`src/rtl/aux_text_fetcher.sv`:
```
// aux_text_fetcher: fetches three aux words per text line during horizontal blanking and renders them as hex digit cells.
// Optional macro AUX_TEXT_HIGHLIGHT_EN adds a highlight on row 4 of groups 1 and 2.
module aux_text_fetcher #(
   parameter int DATA_WIDTH        = 16,
   parameter int AUX_ADDRESS_WIDTH = 5,
   parameter int ELEMENTS          = 10,
   parameter int COORD_WIDTH       = 10,
   parameter int X_START           = 224,
   parameter int Y_START           = 160
) (
   input  logic                         clock_in,
   input  logic                         reset_in,
   input  logic [COORD_WIDTH-1:0]       pixel_x_in,
   input  logic [COORD_WIDTH-1:0]       pixel_y_in,
   input  logic                         video_on_in,
   input  logic [DATA_WIDTH-1:0]        aux_data_in,
   output logic [AUX_ADDRESS_WIDTH-1:0] aux_raddress_out,
   output logic [3:0]                   nibble_out,
   output logic [3:0]                   glyph_row_out,
   output logic [2:0]                   glyph_col_out,
   output logic                         char_valid_out,
   output logic                         highlight_out
);
   localparam int CW = COORD_WIDTH + 1;
   localparam int AW = AUX_ADDRESS_WIDTH;
   localparam logic [CW-1:0] XS     = CW'(X_START);
   localparam logic [CW-1:0] YS     = CW'(Y_START);
   localparam logic [CW-1:0] AREA_W = CW'(192);
   localparam logic [CW-1:0] AREA_H = CW'(16 * ELEMENTS);
   localparam logic [AW-1:0] GROUP1 = AW'(ELEMENTS);
   localparam logic [AW-1:0] GROUP2 = AW'(2 * ELEMENTS);

   typedef enum logic [1:0] {IDLE, ADDR, WAIT, LATCH} state_t;

   state_t                state_q, state_d;
   logic [1:0]            g_q, g_d;
   logic [AW-1:0]         row_q, row_d;
   logic [AW-1:0]         addr_q, addr_d;
   logic                  vid_prev_q, vid_prev_d;
   logic [DATA_WIDTH-1:0] stage_q [2];
   logic [DATA_WIDTH-1:0] stage_d [2];
   logic [DATA_WIDTH-1:0] word_q [3];
   logic [DATA_WIDTH-1:0] word_d [3];
   logic [CW-1:0]         next_off, dx, dy;
   logic                  fall, rise;

   logic                  s1_valid_q, s1_valid_d;
   logic [1:0]            s1_group_q, s1_group_d;
   logic [1:0]            s1_digit_q, s1_digit_d;
   logic [3:0]            s1_row_q, s1_row_d;
   logic [2:0]            s1_col_q, s1_col_d;
   logic [DATA_WIDTH-1:0] sel_word;
   logic [3:0]            nibble_q, nibble_d;
   logic [3:0]            glyph_row_q, glyph_row_d;
   logic [2:0]            glyph_col_q, glyph_col_d;
   logic                  char_valid_q, char_valid_d;

   // Line fetch: one ADDR/WAIT/LATCH pass per group; the three words commit together so an aborted fetch leaves the line intact
   always_comb begin
      next_off   = {1'b0, pixel_y_in} + CW'(1) - YS;
      fall       = vid_prev_q & ~video_on_in;
      rise       = ~vid_prev_q & video_on_in;
      vid_prev_d = video_on_in;
      state_d    = state_q;
      g_d        = g_q;
      row_d      = row_q;
      addr_d     = addr_q;
      stage_d    = stage_q;
      word_d     = word_q;
      case (state_q)
         IDLE: if (fall && next_off < AREA_H) begin
            state_d = ADDR;
            row_d   = AW'(next_off >> 4);
            addr_d  = AW'(next_off >> 4);
         end
         ADDR: state_d = WAIT;
         WAIT: state_d = LATCH;
         default: begin
            if (g_q == 2'd2) begin
               word_d[0] = stage_q[0];
               word_d[1] = stage_q[1];
               word_d[2] = aux_data_in;
               g_d       = 2'd0;
               state_d   = IDLE;
            end else begin
               stage_d[g_q[0]] = aux_data_in;
               g_d             = g_q + 2'd1;
               addr_d          = row_q + (g_q[0] ? GROUP2 : GROUP1);
               state_d         = ADDR;
            end
         end
      endcase
      if (rise && state_q != IDLE) begin
         state_d = IDLE;
         g_d     = 2'd0;
         addr_d  = addr_q;
         word_d  = word_q;
      end
   end

   // Fetch state, read address, line words and previous video_on
   always_ff @(posedge clock_in) begin
      if (reset_in) begin
         state_q    <= IDLE;
         g_q        <= '0;
         row_q      <= '0;
         addr_q     <= '0;
         vid_prev_q <= 1'b0;
         stage_q    <= '{default: '0};
         word_q     <= '{default: '0};
      end else begin
         state_q    <= state_d;
         g_q        <= g_d;
         row_q      <= row_d;
         addr_q     <= addr_d;
         vid_prev_q <= vid_prev_d;
         stage_q    <= stage_d;
         word_q     <= word_d;
      end
   end

   // Stage 1: locate the pixel; offsets are one bit wider so coordinates left of or above the area wrap far outside it
   always_comb begin
      dx         = {1'b0, pixel_x_in} - XS;
      dy         = {1'b0, pixel_y_in} - YS;
      s1_valid_d = video_on_in && dx < AREA_W && !dx[5] && dy < AREA_H;
      s1_group_d = dx[7:6];
      s1_digit_d = dx[4:3];
      s1_col_d   = dx[2:0];
      s1_row_d   = dy[3:0];
   end

   // Stage 2: pick the digit from the line word, zero everything outside a cell
   always_comb begin
      sel_word     = s1_group_q == 2'd2 ? word_q[2] : s1_group_q == 2'd1 ? word_q[1] : word_q[0];
      nibble_d     = s1_valid_q ? 4'(sel_word >> (DATA_WIDTH - 4 - 4 * int'(s1_digit_q))) : 4'd0;
      glyph_row_d  = s1_valid_q ? s1_row_q : 4'd0;
      glyph_col_d  = s1_valid_q ? s1_col_q : 3'd0;
      char_valid_d = s1_valid_q;
   end

   // Render pipeline registers
   always_ff @(posedge clock_in) begin
      if (reset_in) begin
         s1_valid_q   <= 1'b0;
         s1_group_q   <= '0;
         s1_digit_q   <= '0;
         s1_row_q     <= '0;
         s1_col_q     <= '0;
         nibble_q     <= '0;
         glyph_row_q  <= '0;
         glyph_col_q  <= '0;
         char_valid_q <= 1'b0;
      end else begin
         s1_valid_q   <= s1_valid_d;
         s1_group_q   <= s1_group_d;
         s1_digit_q   <= s1_digit_d;
         s1_row_q     <= s1_row_d;
         s1_col_q     <= s1_col_d;
         nibble_q     <= nibble_d;
         glyph_row_q  <= glyph_row_d;
         glyph_col_q  <= glyph_col_d;
         char_valid_q <= char_valid_d;
      end
   end

`ifdef AUX_TEXT_HIGHLIGHT_EN
   logic s1_hl_q, s1_hl_d;
   logic highlight_q, highlight_d;

   // Row 4 of the memory-window groups marks the target entry
   always_comb begin
      s1_hl_d     = (dy >> 4) == CW'(4) && dx[7:6] != 2'd0;
      highlight_d = s1_valid_q & s1_hl_q;
   end

   // Highlight flag travels alongside the render pipeline
   always_ff @(posedge clock_in) begin
      if (reset_in) begin
         s1_hl_q     <= 1'b0;
         highlight_q <= 1'b0;
      end else begin
         s1_hl_q     <= s1_hl_d;
         highlight_q <= highlight_d;
      end
   end

   assign highlight_out = highlight_q;
`else
   assign highlight_out = 1'b0;
`endif

   assign aux_raddress_out = addr_q;
   assign nibble_out       = nibble_q;
   assign glyph_row_out    = glyph_row_q;
   assign glyph_col_out    = glyph_col_q;
   assign char_valid_out   = char_valid_q;
endmodule
```
`config.mk`:
```
export PLATFORM = sky130hd
export DESIGN_NAME = aux_text_fetcher
export DESIGN_NICKNAME = d
export VERILOG_FILES = /design/src/rtl/aux_text_fetcher.sv
export SDC_FILE = /design/constraint.sdc
export NUM_CORES = 1
export LEC_CHECK = 0
export ABC_AREA = 1
export ABC_CLOCK_PERIOD_IN_PS = 2200
export CORE_ASPECT_RATIO = 1.1
export CORE_MARGIN = 4
export CORE_UTILIZATION = 30
export CTS_CLUSTER_SIZE = 25
export DETAILED_ROUTE_END_ITERATION = 10
export GPL_TIMING_DRIVEN = 0
export SLEW_MARGIN = 20
export SYNTH_ARGS = -nofsm -noshare
export SYNTH_HDL_FRONTEND = slang
export SYNTH_SLANG_ARGS = --single-unit
```
`constraint.sdc`:
```
create_clock -name clock_in -period 2.2 [get_ports clock_in]
set_clock_uncertainty 0.1 [all_clocks]
set_input_delay 0.44 -clock clock_in [delete_from_list [all_inputs] [get_ports clock_in]]
set_output_delay 0.44 -clock clock_in [all_outputs]
set_load 0.05 [all_outputs]
```
==> flow_summary_export.csv <==
group,metric,value,unit
worst_setup_path,crit_slowest_cell,"clkdlybuf4s50_1",
pwr,p_int,4.65,mW
cts,cts_resized,3,
synthesis,synth_cell_types,37,
floorplan,io_pins,57,
synthesis,synthMuxAreaShare,0,%
pwr,total_power,6.18,mW
placed_design,placed_cells,925,
timing,setup_slack,0.107,ns
worst_setup_path,path_class,"reg2out",
global_routing,grt.total_usage,15.1,%
placed_design,globalplace.congestion,0.896,
placed_design,portBuffers,54,
timing,setup_viol,0,
floorplan,core,16200,um^2
worst_setup_path,critPathTopFamily,"buffers and inverters",
worst_setup_path,end_kind,"output pin",
timing,clock.fmax,0.478,GHz
timing,finalMaxSlewViolations,0,
global_routing,grt_remaining_overflow,0,
synthesis,synth_xor_area_share,0.531,%
placed_design,dp_slack,-0.158,ns
worst_setup_path,crit_chain,"clkdlybuf4s50_1",
layout,final_cells,955,
synthesis,synth_compound_area_share,17.3,%
outcome,status,"finished, final reports clean",
synthesis,synth-simple-area-share,23.3,%
synthesis,synth_nets,715,
detailed_routing,drt.antenna.violating_nets,0,
timing,finalHoldViolCount,0,
cts,cts_sinks,119,
cts,cts_buffer_depth,2,
detailed_routing,dr.pass1.iters,4,
synthesis,synth-adder-area-share,2.43,%
timing,hold_slack,0.261,ns
layout,diodes,0,
cts,path_clk_slew,0.05,ns
cts,cts_tree,"done",
pwr,p_clk_share,49.4,%
timing,tightest_slew,0.600,ns
cts,cts_root_buf,"clkbuf_16",
placed_design,dp_hpwl,9650,um
pwr,leakage,2.72,nW
pwr,power_density,964,nW/um^2
pwr,p_switching,1.53,mW
timing,layout_worst_path_cycle_share,95.1,%
synthesis,syn_area,4950,um^2
cts,hold_buffers,0,
worst_setup_path,cp_data_arrival_time,1.55,ns
cts,postCtsSetupBuffers,0,
pwr,switching_share,24.7,%
cts,h-tree-depth,4,
global_routing,grt_pass1_wl,21500,um
detailed_routing,drc,0,
detailed_routing,drtIter0Drc,280,
layout,fillers,1676,
synthesis,synth_top_family_by_area,"simple AND/OR/NAND/NOR gates",
floorplan,dieArea,18600,um^2
synthesis,synth.avg_cell_area,7.42,um^2
run,max-cap-violations,0,
worst_setup_path,cp.required,1.66,ns
worst_setup_path,crit_buf_inv,1,
layout,nets,787,
synthesis,netlist_instances,667,
global_routing,grt_pass1_vias,4178,
synthesis,seq_area_frac_synth,48.1,%
cts,cts_made_buffers,17,
synthesis,synth_warnings,0,
timing,fin_crit,2.09,ns
worst_setup_path,path_max_fanout,2,
worst_setup_path,worstSetupStartpointType,"flip-flop",
floorplan,die_w,130,um
detailed_routing,routedWlPerCell,13.8,um
pwr,combPwrFrac,13.9,%
worst_hold_path,hold_path_class,"in2reg",
timing,grt_setup_unrepaired,"no",
global_routing,antenna_found_initial,0,
detailed_routing,drt_wl_total,13200,um
pwr,max-vdd-ir-drop,0.000559,V
synthesis,yosys_register_bits,119,
global_routing,grt_start_max_net_pins,17,
timing,relSlewSlack,59.9,%
detailed_routing,via_per_inst,4.61,
floorplan,die_y,143,um
floorplan,start_util,30.5,%
layout,area.growth.synth_to_final,29.6,%
worst_setup_path,critical_path.max_stage_delay,0.80,ns
cts,clk_latency,0.42,ns
layout,layout-drive-gt1-share,8.52,%
detailed_routing,num_vias,4399,
pwr,pwr-share-seq,36.7,%
floorplan,rows,49,
-- state kept, by name (all words and copies together), names as in the netlist, 2 cells and up --
signal            cells
s1_digit_q            2
row_q                 5
s1_row_q              4
stage_q              32
s1_group_q            2
nibble_out            4
g_q                   2
state_q               2
glyph_col_out         3
aux_raddress_out      5
word_q               48
glyph_row_out         4
s1_col_q              3
-- stage by stage --
stage	area (um^2)	setup TNS [ns]	util, %
floorplan	4950	0	-
finish	6410	0	39.5
global route	6410	0	39.5
CTS	6410	0	39.4
detailed placement	5750	-4.88	35.4
global placement	5750	-4.86	35.4
-- final timing paths --
check                                    startpoint                  end  slack, ns  cells past startpoint
worst max-delay path            aux_raddress_out[4]  aux_raddress_out[4]       0.11                      1
worst min-delay path                       reset_in          s1_col_q[0]       0.26                      2
worst max register to register           state_q[0]           word_q[45]       0.23                      8
worst min register to register          s1_col_q[1]     glyph_col_out[1]       0.31                      2
-- cells in the final DEF, fill, tap and decap left out, types with 2 or more instances in the layout --
| master | instances |
|---|---|
| a21oi_1 | 29 |
| clkbuf_2 | 5 |
| nand2_1 | 47 |
| nand4_1 | 2 |
| buf_2 | 4 |
| clkbuf_8 | 5 |
| nor3_4 | 3 |
| clkdlybuf4s50_1 | 54 |
| inv_1 | 67 |
| ha_1 | 8 |
| nand3_2 | 3 |
| buf_4 | 2 |
| nand2_2 | 7 |
| o21ai_1 | 3 |
| nor2_1 | 191 |
| clkbuf_16 | 17 |
| bufinv_16 | 5 |
| o221ai_1 | 6 |
| a211oi_1 | 6 |
| nand3_1 | 13 |
| clkinv_2 | 4 |
| dfxtp_1 | 119 |
| a31oi_1 | 2 |
| xor2_1 | 2 |
| clkbuf_1 | 20 |
| inv_2 | 3 |
| o21ai_0 | 110 |
-- cell usage after synthesis --
master    instances  area, um^2
nand2_2           7        43.8
nor4_1            1        6.26
dfxtp_1         119        2380
buf_2             4        20.0
clkinv_1          1        3.75
nor2_1          191         717
nand3_4           1        17.5
o21bai_1          1        7.51
nor3_2            2        20.0
nand3_1          13        65.1
ha_1              8         100
o211a_1           1        10.0
buf_4             2        15.0
nand3b_1          1        7.51
o221ai_1          6        52.6
a21oi_4           1        16.3
nand4_2           1        12.5
inv_1            67         251
o21ai_1           3        15.0
or2_2             1        6.26
a31oi_1           2        12.5
xor2_1            2        17.5
nand2_4           1        11.3
nor3_4            1        16.3
xnor2_1           1        8.76
a21oi_1          29         145
nand2_1          47         176
o21ai_0         110         551
inv_2             3        11.3
clkbuf_1         25        93.8
conb_1            1        3.75
a211oi_1          6        45.0
clkbuf_8          1        13.8
fa_1              1        20.0
nand4_1           2        12.5
nor2_4            1        11.3
nand3_2           3        30.0
-- layer usage --
metal  track usage (%)  up-vias  share of wire (%)
li1                  -     2285                  -
met1              19.2     1997                 46
met2              24.4       96                 48
met3              3.74       21                4.1
met4              6.39        0                2.3
met5                 0        -                  0
-- cell type report --
cell class | count | area (um^2) | share of cell area, %
inverters | 71 | 267 | 4.15
flip-flops and latches | 119 | 2380 | 37.1
multi-input cells | 445 | 2170 | 33.8
repair buffers | 54 | 541 | 8.43
well taps | 204 | 255 | 3.98
plain buffers | 31 | 145 | 2.26
clock buffers | 22 | 484 | 7.55
clock inverters | 9 | 170 | 2.65
-- logic make-up after synthesis --
| kind of cell | Yosys count |
|---|---|
| compound gates | 159 |
| other cells | 1 |
| buf+inv | 103 |
| fa+ha+maj | 9 |
| simple gates | 273 |
| xor+xnor | 3 |
| flops | 119 |
-- power groups by stage --
| stage | sequential, mW | clock (mW) | combinational [mW] |
|---|---|---|---|
| 2_1_floorplan | 2.46 | 0 | 0.432 |
| 3_3_place_gp | 2.31 | 0 | 0.859 |
| 3_5_place_dp | 2.31 | 0 | 0.856 |
| 4_1_cts | 2.27 | 3.11 | 0.862 |
| 5_1_grt | 2.28 | 3.20 | 0.960 |
| 6_report | 2.27 | 3.05 | 0.859 |
Power figures use the tool's default switching activity.
